**src/rtl/sfr_pkg.sv**
```systemverilog
// rtl/sfr_pkg.sv - shared types and constants for the SFR bus master and map
package sfr_pkg;

    localparam int SFR_COUNT      = 48;
    localparam int SFR_ADDR_WIDTH = 6;

    typedef enum logic [2:0] {
        ST_IDLE,
        ST_RD,
        ST_RD_WAIT,
        ST_WR,
        ST_RESP
    } sfr_bus_state_t;

    function automatic int be_width(input int data_width);
        return data_width / 8;
    endfunction

endpackage

```
**src/rtl/sfr_byte_merge.sv**
```systemverilog
// rtl/sfr_byte_merge.sv - combinational byte-enable merge of a new word into an old word
module sfr_byte_merge
    import sfr_pkg::*;
#(
    parameter int WIDTH = 32
) (
    input  logic [WIDTH-1:0]           old_word,
    input  logic [WIDTH-1:0]           new_word,
    input  logic [be_width(WIDTH)-1:0] be,
    output logic [WIDTH-1:0]           merged
);

    always_comb begin
        merged = old_word;
        for (int i = 0; i < be_width(WIDTH); i++) begin
            if (be[i]) begin
                merged[i*8 +: 8] = new_word[i*8 +: 8];
            end
        end
    end

endmodule

```
**src/rtl/sfr_bus_master.sv**
```systemverilog
// rtl/sfr_bus_master.sv - SFR map initiator with read-modify-write; SFR_BUS_ACCESS_ERR_EN enables cpu_rsp_err
module sfr_bus_master
    import sfr_pkg::*;
#(
    parameter int SFR_WIDTH      = 32,
    parameter int SFR_ADDR_WIDTH = sfr_pkg::SFR_ADDR_WIDTH,
    parameter int SFR_COUNT      = sfr_pkg::SFR_COUNT
) (
    input  logic                              sys_clk,
    input  logic                              sys_rst,
    input  logic                              sys_clk_en,
    input  logic                              cpu_req_valid,
    output logic                              cpu_req_ready,
    input  logic                              cpu_req_we,
    input  logic [SFR_ADDR_WIDTH-1:0]         cpu_req_addr,
    input  logic [SFR_WIDTH-1:0]              cpu_req_wdata,
    input  logic [be_width(SFR_WIDTH)-1:0]    cpu_req_be,
    output logic                              cpu_rsp_valid,
    output logic [SFR_WIDTH-1:0]              cpu_rsp_rdata,
    output logic                              cpu_rsp_err,
    output logic [SFR_ADDR_WIDTH-1:0]         sfr_addr,
    output logic                              sfr_ren,
    output logic                              sfr_wen,
    output logic [SFR_WIDTH-1:0]              sfr_din,
    input  logic [SFR_WIDTH-1:0]              sfr_dout
);

    localparam int BE_W = be_width(SFR_WIDTH);
    // One extra bit so a count equal to 2**SFR_ADDR_WIDTH still compares correctly
    localparam logic [SFR_ADDR_WIDTH:0] ADDR_LIMIT = (SFR_ADDR_WIDTH + 1)'(SFR_COUNT);

    sfr_bus_state_t state, state_n;

    logic [SFR_ADDR_WIDTH-1:0] addr_q;
    logic                      we_q;
    logic [BE_W-1:0]           be_q;
    logic [SFR_WIDTH-1:0]      din_q;
    logic [SFR_WIDTH-1:0]      rdata_q;
    logic [SFR_WIDTH-1:0]      merged_word;

    logic accept;
    logic in_range;
    logic be_zero;
    logic be_full;

    assign cpu_req_ready = (state == ST_IDLE) && !sys_rst;
    assign accept        = cpu_req_valid && cpu_req_ready;
    assign in_range      = {1'b0, cpu_req_addr} < ADDR_LIMIT;
    assign be_zero       = (cpu_req_be == '0);
    assign be_full       = &cpu_req_be;

    assign sfr_ren       = (state == ST_RD);
    assign sfr_wen       = (state == ST_WR);
    assign cpu_rsp_valid = (state == ST_RESP);
    assign sfr_addr      = addr_q;
    assign sfr_din       = din_q;
    assign cpu_rsp_rdata = rdata_q;

    // din_q holds the store data and is overwritten in place by the merge result
    sfr_byte_merge #(
        .WIDTH (SFR_WIDTH)
    ) u_merge (
        .old_word (sfr_dout),
        .new_word (din_q),
        .be       (be_q),
        .merged   (merged_word)
    );

    always_comb begin
        state_n = state;
        case (state)
            ST_IDLE: begin
                if (accept) begin
                    if (!in_range || (cpu_req_we && be_zero)) begin
                        state_n = ST_RESP;
                    end else if (cpu_req_we && be_full) begin
                        state_n = ST_WR;
                    end else begin
                        state_n = ST_RD;
                    end
                end
            end
            ST_RD:      state_n = ST_RD_WAIT;
            ST_RD_WAIT: state_n = we_q ? ST_WR : ST_RESP;
            ST_WR:      state_n = ST_RESP;
            ST_RESP:    state_n = ST_IDLE;
            default:    state_n = ST_IDLE;
        endcase
    end

    always_ff @(posedge sys_clk) begin
        if (sys_clk_en) begin
            if (sys_rst) begin
                state   <= ST_IDLE;
                addr_q  <= '0;
                we_q    <= 1'b0;
                be_q    <= '0;
                din_q   <= '0;
                rdata_q <= '0;
            end else begin
                state <= state_n;
                if (accept) begin
                    addr_q  <= cpu_req_addr;
                    we_q    <= cpu_req_we;
                    be_q    <= cpu_req_be;
                    din_q   <= cpu_req_we ? cpu_req_wdata : '0;
                    rdata_q <= '0;
                end
                if (state == ST_RD_WAIT) begin
                    if (we_q) begin
                        din_q <= merged_word;
                    end else begin
                        rdata_q <= sfr_dout;
                    end
                end
            end
        end
    end

`ifdef SFR_BUS_ACCESS_ERR_EN
    logic err_q;

    always_ff @(posedge sys_clk) begin
        if (sys_clk_en) begin
            if (sys_rst) begin
                err_q <= 1'b0;
            end else if (accept) begin
                err_q <= !in_range || (cpu_req_we && be_zero);
            end
        end
    end

    assign cpu_rsp_err = cpu_rsp_valid && err_q;
`else
    assign cpu_rsp_err = 1'b0;
`endif

endmodule

```
**config.mk**
```make
export PLATFORM = sky130hd
export DESIGN_NAME = sfr_bus_master
export DESIGN_NICKNAME = d
export VERILOG_FILES = /design/src/rtl/sfr_pkg.sv /design/src/rtl/sfr_byte_merge.sv /design/src/rtl/sfr_bus_master.sv
export SDC_FILE = /design/constraint.sdc
export NUM_CORES = 1
export LEC_CHECK = 0
export ABC_AREA = 1
export CAP_MARGIN = 20
export CORE_ASPECT_RATIO = 0.6
export CORE_MARGIN = 2
export CORE_UTILIZATION = 40
export CTS_BUF_LIST = sky130_fd_sc_hd__clkbuf_4
export CTS_CLUSTER_SIZE = 24
export DETAILED_ROUTE_END_ITERATION = 10
export PLACE_DENSITY = 0.75
export SLEW_MARGIN = 30
export SYNTH_ARGS = -nofsm -noshare
export SYNTH_HDL_FRONTEND = slang
export SYNTH_HIERARCHICAL = 1
export SYNTH_SLANG_ARGS = --single-unit
```
**constraint.sdc**
```tcl
create_clock -name sys_clk -period 5.16 [get_ports sys_clk]
set_clock_uncertainty 0.05 [all_clocks]
set_input_delay 1.032 -clock sys_clk [delete_from_list [all_inputs] [get_ports sys_clk]]
set_output_delay 1.032 -clock sys_clk [all_outputs]
set_load 0.01 [all_outputs]
```
==> results of run 1 <==
cell type report:
cell class	count	area [um2]
Antenna cell	2	5.00
Tap cell	165	206
Fill cell	1160	5520
Multi-Input combinational cell	459	2030
Timing Repair Buffer	159	1560
Clock inverter	6	61.3
Sequential cell	78	2340
Inverter	88	333
Clock buffer	10	75.1
routing by layer:
metal / GRT usage (%) / up-vias / wire (um)
li1: - / 2392 / -
met1: 34.9 / 2178 / 7230
met2: 29.2 / 288 / 5670
met3: 6.82 / 19 / 1800
met4: 5.24 / 0 / 187
met5: 0 / - / 0
flip-flops by register name, indices dropped and copies added, names as in the netlist:
name and flops:
cpu_rsp_rdata 32, sfr_din 32, sfr_addr 6, be_q 4
state 3, we_q 1
worst register-to-register path, delay by kind of cell (launching register included):
kind	cells	cell delay, ns
compound gates	1	0.13
buf+inv	1	0.35
flops	1	0.51
simple gates	3	1.82
worst min path at each step:
stage / startpoint / depth (start not counted) / to / slack [ns]
floorplan: cpu_rsp_rdata[10] / 2 / cpu_rsp_rdata[10] / 0.59
global placement: cpu_rsp_rdata[10] / 2 / cpu_rsp_rdata[10] / 0.54
detailed placement: cpu_rsp_rdata[23] / 2 / cpu_rsp_rdata[23] / 0.55
CTS: cpu_rsp_rdata[23] / 2 / cpu_rsp_rdata[23] / 0.58
global route: cpu_rsp_rdata[20] / 2 / cpu_rsp_rdata[20] / 0.61
finish: cpu_rsp_rdata[26] / 2 / cpu_rsp_rdata[26] / 0.58
layout by cell type (no fill, tap or decap), types with 2 or more instances in the layout:
cell	netlist	layout
nand2_1	295	295
nor2_1	19	19
nor2_4	3	3
diode_2	0	2
nand4_1	33	33
clkdlybuf4s50_1	0	150
buf_4	7	7
nand3_1	34	34
clkbuf_4	0	10
o21ai_1	30	30
nor3_1	2	2
a21oi_1	28	28
buf_2	18	2
inv_1	81	80
clkinv_1	0	2
a21oi_2	7	7
nand3_4	2	2
o21ai_0	3	3
edfxtp_1	78	78
clkinvlp_4	0	2
inv_2	6	7
metrics by stage:
step	power (mW)	setup WS, ns	cell area [um2]
6_report	1.53	1.50	6620
3_3_place_gp	1.16	1.41	6480
3_5_place_dp	1.16	1.35	6480
4_1_cts	1.54	1.50	6610
2_1_floorplan	0.976	2.25	5010
5_1_grt	1.61	1.43	6610
logic make-up (layout without fill, tap and decap cells):
family,Yosys count,after routing
and+or+nand+nor,389,389
DFF,78,78
other,1,3
buffers and inverters,134,263
AOI/OAI and AO/OA,69,69
power breakdown:
group	total [mW]	internal (mW)	switching [mW]
clock network	0.379	0.152	0.227
logic	0.366	0.173	0.192
registers	0.788	0.751	0.0366
total	1.53	1.08	0.456
Yosys cell counts:
cell type,number,area [um2]
nand2_1,295,1110
o21ai_0,3,15.0
inv_1,81,304
clkbuf_2,3,15.0
a21boi_0,1,7.51
inv_4,1,6.26
nor2_1,19,71.3
buf_4,7,52.6
nor2_8,1,20.0
edfxtp_1,78,2340
a21oi_2,7,61.3
buf_6,11,124
o21ai_1,30,150
clkbuf_1,7,26.3
nor3_1,2,10.0
inv_2,6,22.5
conb_1,1,3.75
a21oi_1,28,140
nand3_1,34,170
nand4_1,33,206
buf_2,18,90.1
nand3_4,2,35.0
nor2_4,3,33.8
==> results.json, run 1 <==
{
  "clockBufferDepth": 2,
  "fin_hold_ws_ns": 0.579,
  "first_pass_iters": 5,
  "power_density_nw_per_um2": 232,
  "crit_path_max_incr_delay_ns": 0.77,
  "coreArea_um2": 12100,
  "syn_area_per_cell_um2": 7.47,
  "muxShareOfSynthArea_pct": 0,
  "worstReg2RegStart": "state[1]",
  "p_leak_nw": 2.93,
  "wl_per_cell_um": 15.4,
  "grt_max_degree": 38,
  "r2r_end": "cpu_rsp_rdata[31]",
  "grt_pass1_vias": 4316,
  "cpMaxStageDelayCell": "clkdlybuf4s50_1",
  "drive_above_1_share_pct": 5.50,
  "peakVddDrop_mv": 0.104,
  "cts_tree": "yes",
  "antenna_found_initial": 1,
  "ys_warn_count": 6,
  "crit_fanout": 17,
  "synth-compound-area-share_pct": 7.46,
  "synth-seq-area-share_pct": 46.7,
  "cts_root_buf": "clkbuf_4",
  "crit_start": "sys_rst",
  "finalSetupViolCount": 0,
  "cp_top_family": "buffers and inverters",
  "cp.buffers_inverters": 2,
  "holdBufCountCts": 0,
  "fin_setup_tns_ns": 0,
  "max_freq_mhz": 273,
  "synth_top_family_by_area": "simple AND/OR/NAND/NOR gates",
  "wl_um": 14900,
  "drt_first_iter_violations": 377,
  "drtAntennaViolNets": 0,
  "grt_pass1_wl_um": 23500,
  "fin_util_pct": 54.5,
  "overflow": 0,
  "clock_latency_ns": 0.44,
  "ys_ff_latch": 78,
  "grtUsageTotal_pct": 22.2,
  "vias_per_cell": 5.04,
  "tightest_slew_ns": 0.843,
  "vias": 4877,
  "crit_top_cell": "clkdlybuf4s50_1",
  "cts.clk_slew.worst_paths_ns": 0.13,
  "reg2regPathDepth": 5,
  "status": "complete, no violations",
  "post_cts_resized": 0,
  "maxCapViolCount": 0,
  "die-area_um2": 13500,
  "cp-endpoint": "cpu_req_ready",
  "worst-path-stages": 3,
  "final.period_utilization_pct": 71.0,
  "cp-start-kind": "primary input",
  "worstPathRequired_ns": 4.08,
  "postCtsSetupRepairBufs": 0,
  "ys_types": 23,
  "synth_fp_nets": 750,
  "hpwl_um": 10200,
  "cts.sinks": 78,
  "end_kind": "output port",
  "min_path_type": "flop to flop",
  "fin_cells": 967,
  "crit_chain": "clkdlybuf4s50_1 -> nor2_1 -> clkdlybuf4s50_1",
  "cts_buffers": 9,
  "synth_fa_ha_area_share_pct": 0,
  "dieHeight_um": 90.7,
  "rows": 31,
  "syn_inst": 671,
  "finalHoldViolations": 0,
  "io_buffers": 152,
  "die_w_um": 149,
  "slew_violations": 0,
  "synthToLayoutAreaGrowth_pct": 32.0,
  "finalNetCount": 874,
  "fin_crit_ns": 3.66,
  "syn_area_um2": 5010,
  "routabilityCongestion": 0.849,
  "ios": 154,
  "r2r_slack_ns": 2.06,
  "synth_xor_area_share_pct": 0,
  "drcViolationCount": 0,
  "path_class": "primary input to output port",
  "rsz0062_at_grt": "no",
  "htreeDepth": 3,
  "relSlewSlack_pct": 43.7,
  "yosys.area_share.simple_pct": 33.0,
  "arrival_ns": 2.58,
  "dp.cells": 949,
  "initial_utilization_pct": 41.3
}
(Power assumes the default switching activity.)
==> run 2: changes to the inputs <==
Clock period 5.16 ns to 3.8 ns, I/O delays scaled along.
==> run 2 against run 1 <==
- combinational power rose by 38%
- setup slack got worse by 0.65 ns
- sequential share of layout area fell by 0.36 points
- core utilization rose by 0.56 points
- final area rose by 1.0%
- critical path type is now flop to output port
- largest cell class unchanged
==> results.json, run 2 (synthesized netlist as in run 1, its figures left out) <==
{
  "first_pass_iters": 5,
  "io_buffers": 152,
  "post_cts_resized": 0,
  "dp.cells": 954,
  "n_fill_cell": 1174,
  "die-area_um2": 13500,
  "antenna_found_initial": 1,
  "cts.sinks": 78,
  "seqCellArea_um2": 2340,
  "grt_pass1_wl_um": 23700,
  "min_to": "cpu_rsp_rdata[18]",
  "p_sw_share_pct": 28.4,
  "drt_first_iter_violations": 470,
  "layout_common_cells": "295 x nand2_1, 151 x clkdlybuf4s50_1, 80 x inv_1",
  "cp.buffers_inverters": 3,
  "overflow": 0,
  "max_freq_mhz": 338,
  "peakVddDrop_mv": 0.140,
  "clock_latency_ns": 0.42,
  "htreeDepth": 3,
  "coreArea_um2": 12100,
  "fin_cells": 971,
  "vias": 4832,
  "ios": 154,
  "relSlewSlack_pct": 45.1,
  "finalSetupViolCount": 0,
  "clockBufferDepth": 2,
  "fin_setup_tns_ns": 0,
  "grt_pass1_vias": 4464,
  "pwr-share-comb_pct": 23.6,
  "fin_crit_ns": 2.96,
  "reg2regPathDepth": 6,
  "vias_per_cell": 4.98,
  "clkPwrFrac_pct": 26.3,
  "wl_um": 15000,
  "die_w_um": 149,
  "crit_start": "state[0]",
  "r2r_end": "be_q[2]",
  "final_common_cell": "nand2_1",
  "p_int_mw": 1.53,
  "cpMaxStageDelayCell": "clkdlybuf4s50_1",
  "cp-start-kind": "flop",
  "worstReg2RegStart": "state[1]",
  "seq_power_share_pct": 50.1,
  "postCtsSetupRepairBufs": 0,
  "final.period_utilization_pct": 77.8,
  "hp-start": "cpu_rsp_rdata[18]",
  "slew_violations": 0,
  "arrival_ns": 2.15,
  "fin_util_pct": 55.1,
  "cts_buffers": 9,
  "finalHoldViolations": 0,
  "status": "complete, no violations",
  "synthToLayoutAreaGrowth_pct": 33.3,
  "cts.clk_slew.worst_paths_ns": 0.13,
  "initial_utilization_pct": 41.3,
  "crit_fanout": 4,
  "path_class": "flop to output port",
  "cp_top_family": "buffers and inverters",
  "worstPathRequired_ns": 2.99,
  "routabilityCongestion": 0.903,
  "maxCapViolCount": 0,
  "rsz0062_at_grt": "no",
  "rows": 31,
  "min_path_type": "flop to flop",
  "dieHeight_um": 90.7,
  "drcViolationCount": 0,
  "fin_hold_ws_ns": 0.578,
  "min_path_cells": 2,
  "drtAntennaViolNets": 0,
  "crit_path_max_incr_delay_ns": 0.54,
  "p_leak_nw": 2.97,
  "r2r_slack_ns": 1.33,
  "grtUsageTotal_pct": 22.5,
  "holdBufCountCts": 0,
  "hpwl_um": 10300,
  "cts_root_buf": "clkbuf_4",
  "finalNetCount": 879,
  "wl_per_cell_um": 15.5,
  "grt_max_degree": 36,
  "p_sw_mw": 0.607,
  "tightest_slew_ns": 0.821,
  "power_density_nw_per_um2": 319,
  "cts_tree": "yes",
  "multiInputGateArea_um2": 2030,
  "drive_above_1_share_pct": 5.84,
  "end_kind": "output port",
  "crit_chain": "inv_1 -> nand2_1 -> nor2_1 -> inv_1 -> nor2_1 -> clkdlybuf4s50_1"
}
## run 2: cell types whose count changed in the layout (fill, tap and decap cells not counted)
| cell | change |
|---|---|
| buf_4 | +4 |
| clkinvlp_4 | -2 |
| buf_12 | +1 |
| buf_2 | -1 |
| bufinv_16 | +1 |
| clkdlybuf4s50_1 | +1 |
| clkinv_1 | +1 |
| clkinv_2 | +1 |
| diode_2 | -1 |
| inv_6 | -1 |
## run 2: power groups by stage
stage | Clock (mW) | Combinational [mW] | Sequential [mW]
5_1_grt | 0.606 | 0.555 | 1.08
3_3_place_gp | 0 | 0.495 | 1.09
2_1_floorplan | 0 | 0.227 | 1.10
6_report | 0.562 | 0.504 | 1.07
4_1_cts | 0.580 | 0.504 | 1.07
3_5_place_dp | 0 | 0.502 | 1.09
## run 2: routing by layer
layer  vias up  wire length (um)  GRT usage, %
met5         -                 0             0
met4         0               107          5.56
met3        12              1680          6.97
met2       259              5740          30.0
met1      2160              7480          34.6
li1       2401                 -             -
## run 2: tightest hold or removal path: stages (launching register included)
cell,delay (ns)
edfxtp_1,0.36
nand2_1,0.06
o21ai_1,0.10
## run 2: how the worst max path moves through the flow
stage / to / cells past startpoint
after global placement: sfr_addr[0] / 6
after global routing: cpu_req_ready / 6
final: cpu_req_ready / 6
after detailed placement: sfr_addr[5] / 6
after floorplan: be_q[0] / 5
after CTS: cpu_req_ready / 6
## run 2: layout make-up
type	count	share of cell area, %
inverters	88	4.98
clock buffers	10	1.12
diodes	1	0.0374
repair buffers	164	24.2
multi-input cells	459	30.4
well taps	165	3.09
flip-flops and latches	78	35.0
clock inverters	6	1.14
## run 2: per-stage QoR
| stage | power [mW] | area [um2] | worst slack (ns) |
|---|---|---|---|
| 6_report | 2.13 | 6690 | 0.842 |
| 5_1_grt | 2.24 | 6680 | 0.700 |
| 4_1_cts | 2.15 | 6680 | 0.828 |
| 3_5_place_dp | 1.59 | 6530 | 0.839 |
| 3_3_place_gp | 1.58 | 6530 | 0.929 |
| 2_1_floorplan | 1.33 | 5010 | 1.16 |
==> run 3: changes to the inputs <==
Settings changed: PLACE_DENSITY 0.75 to 0.78.
Clock period 3.8 ns to 2.6 ns, I/O delays scaled along.
==> run 3 against run 2 <==
- register-to-register slack lost 0.94 ns
- combinational power grew 50%
- via count grew 0.85%
- global-route usage about the same
- largest power group unchanged
- flip-flop and latch count unchanged
- sequential share of layout area is 0.092 points lower
- critical path type unchanged
- critical path depth decreased by 4
- setup slack lost 0.69 ns
- final area is 0.26% higher
==> results.json, run 3 (synthesized netlist as in run 1, its figures left out) <==
{
  "status": "complete, no violations",
  "cts_root_buf": "clkbuf_4",
  "finalNetCount": 887,
  "layout_common_cells": "295 x nand2_1, 150 x clkdlybuf4s50_1, 79 x inv_1",
  "cp_top_family": "buffers and inverters",
  "rsz0062_at_grt": "no",
  "tightest_slew_ns": 0.600,
  "coreArea_um2": 12100,
  "dieHeight_um": 90.7,
  "crit_fanout": 5,
  "drtAntennaViolNets": 0,
  "crit_path_max_incr_delay_ns": 0.60,
  "ios": 154,
  "overflow": 0,
  "relSlewSlack_pct": 60.0,
  "cts.clk_slew.worst_paths_ns": 0.14,
  "initial_utilization_pct": 41.3,
  "end_kind": "output port",
  "wl_um": 15300,
  "cp-start-kind": "flop",
  "arrival_ns": 1.88,
  "cts_buffers": 9,
  "path_class": "flop to output port",
  "drcViolationCount": 0,
  "peakVddDrop_mv": 0.157,
  "vias": 4873,
  "holdBufCountCts": 0,
  "drt_first_iter_violations": 404,
  "max_freq_mhz": 409,
  "diodes": 0,
  "maxCapViolCount": 0,
  "cpMaxStageDelayCell": "clkdlybuf4s50_1",
  "fin_setup_tns_ns": 0,
  "die-area_um2": 13500,
  "finalSetupViolCount": 0,
  "io_buffers": 152,
  "drive_above_1_share_pct": 7.26,
  "cts_tree": "yes",
  "cts.sinks": 78,
  "placed_area_um2": 6560,
  "fin_hold_ws_ns": 0.375,
  "routabilityCongestion": 0.936,
  "vias_per_cell": 4.98,
  "grtUsageTotal_pct": 22.5,
  "min_path_type": "primary input to flop",
  "fin_crit_ns": 2.45,
  "synthToLayoutAreaGrowth_pct": 33.7,
  "die_w_um": 149,
  "clock_latency_ns": 0.44,
  "final.period_utilization_pct": 94.1,
  "worstPathRequired_ns": 2.03,
  "fin_cells": 978,
  "rows": 31,
  "power_density_nw_per_um2": 443,
  "dp.cells": 959,
  "antenna_found_initial": 0,
  "finalInstanceArea_um2": 6700,
  "grt_max_degree": 44,
  "htreeDepth": 3,
  "p_leak_nw": 2.99,
  "cp.buffers_inverters": 1,
  "grt_pass1_wl_um": 23700,
  "wl_per_cell_um": 15.6,
  "first_pass_iters": 5,
  "grt_pass1_vias": 4448,
  "crit_chain": "nor3_1 -> clkdlybuf4s50_1",
  "final_common_cell": "nand2_1",
  "hpwl_um": 10800,
  "slew_violations": 0,
  "clockBufferDepth": 2,
  "finalHoldViolations": 0,
  "power_mw": 2.97
}
==> run 3: area by class of cell <==
type | count | area [um2]
Timing Repair Buffer | 172 | 1670
Sequential cell | 78 | 2340
Clock buffer | 10 | 75.1
Inverter | 88 | 333
Tap cell | 165 | 206
Clock inverter | 6 | 38.8
Multi-Input combinational cell | 459 | 2040
Fill cell | 1147 | 5440
==> run 3: path summary, 6_finish.rpt <==
path	startpoint	endpoint	slack, ns	depth (start not counted)
max	state[2]	sfr_ren	0.15	2
min	sys_clk_en	sfr_din[5]	0.37	1
max reg2reg	state[2]	cpu_rsp_rdata[19]	0.39	7
min reg2reg	cpu_rsp_rdata[21]	cpu_rsp_rdata[21]	0.58	2
==> run 3: per-stage QoR <==
stage / worst slack, ns / util (%)
floorplan: 0.199 / -
global placement: 0.251 / 54.0
detailed placement: 0.211 / 54.0
CTS: 0.0241 / 55.1
global route: 0.0471 / 55.2
finish: 0.154 / 55.2
==> run 3: worst reg2reg max path: stages, from the launching register on <==
cell	delay [ns]
edfxtp_1	0.52
buf_4	0.19
inv_2	0.06
nand3_4	0.11
nor2_4	0.41
inv_2	0.40
nand2_1	0.15
o21ai_1	0.08
==> run 3: layer usage <==
metal	up-vias	global-route usage [%]	wire, um
met5	-	0	0
li1	2417	-	-
met1	2169	35.0	7390
met3	21	5.81	1680
met2	266	30.9	6050
met4	0	4.44	129
==> run 3: repair_timing <==
action | 4_1_cts | 5_1_grt
resized for setup | 3 | 1
hold endpoints to repair | 0 | 0
setup buffers | 1 | 2
endpoints found under the setup margin | 1 | 3
==> run 3: power breakdown <==
| part | total [mW] | switching, mW | internal, mW | leakage (nW) |
|---|---|---|---|---|
| sequential | 1.56 | 0.0705 | 1.49 | 0.791 |
| combinational | 0.754 | 0.394 | 0.360 | 2.15 |
| clock | 0.656 | 0.454 | 0.202 | 0.0521 |
| total | 2.97 | 0.919 | 2.05 | 2.99 |
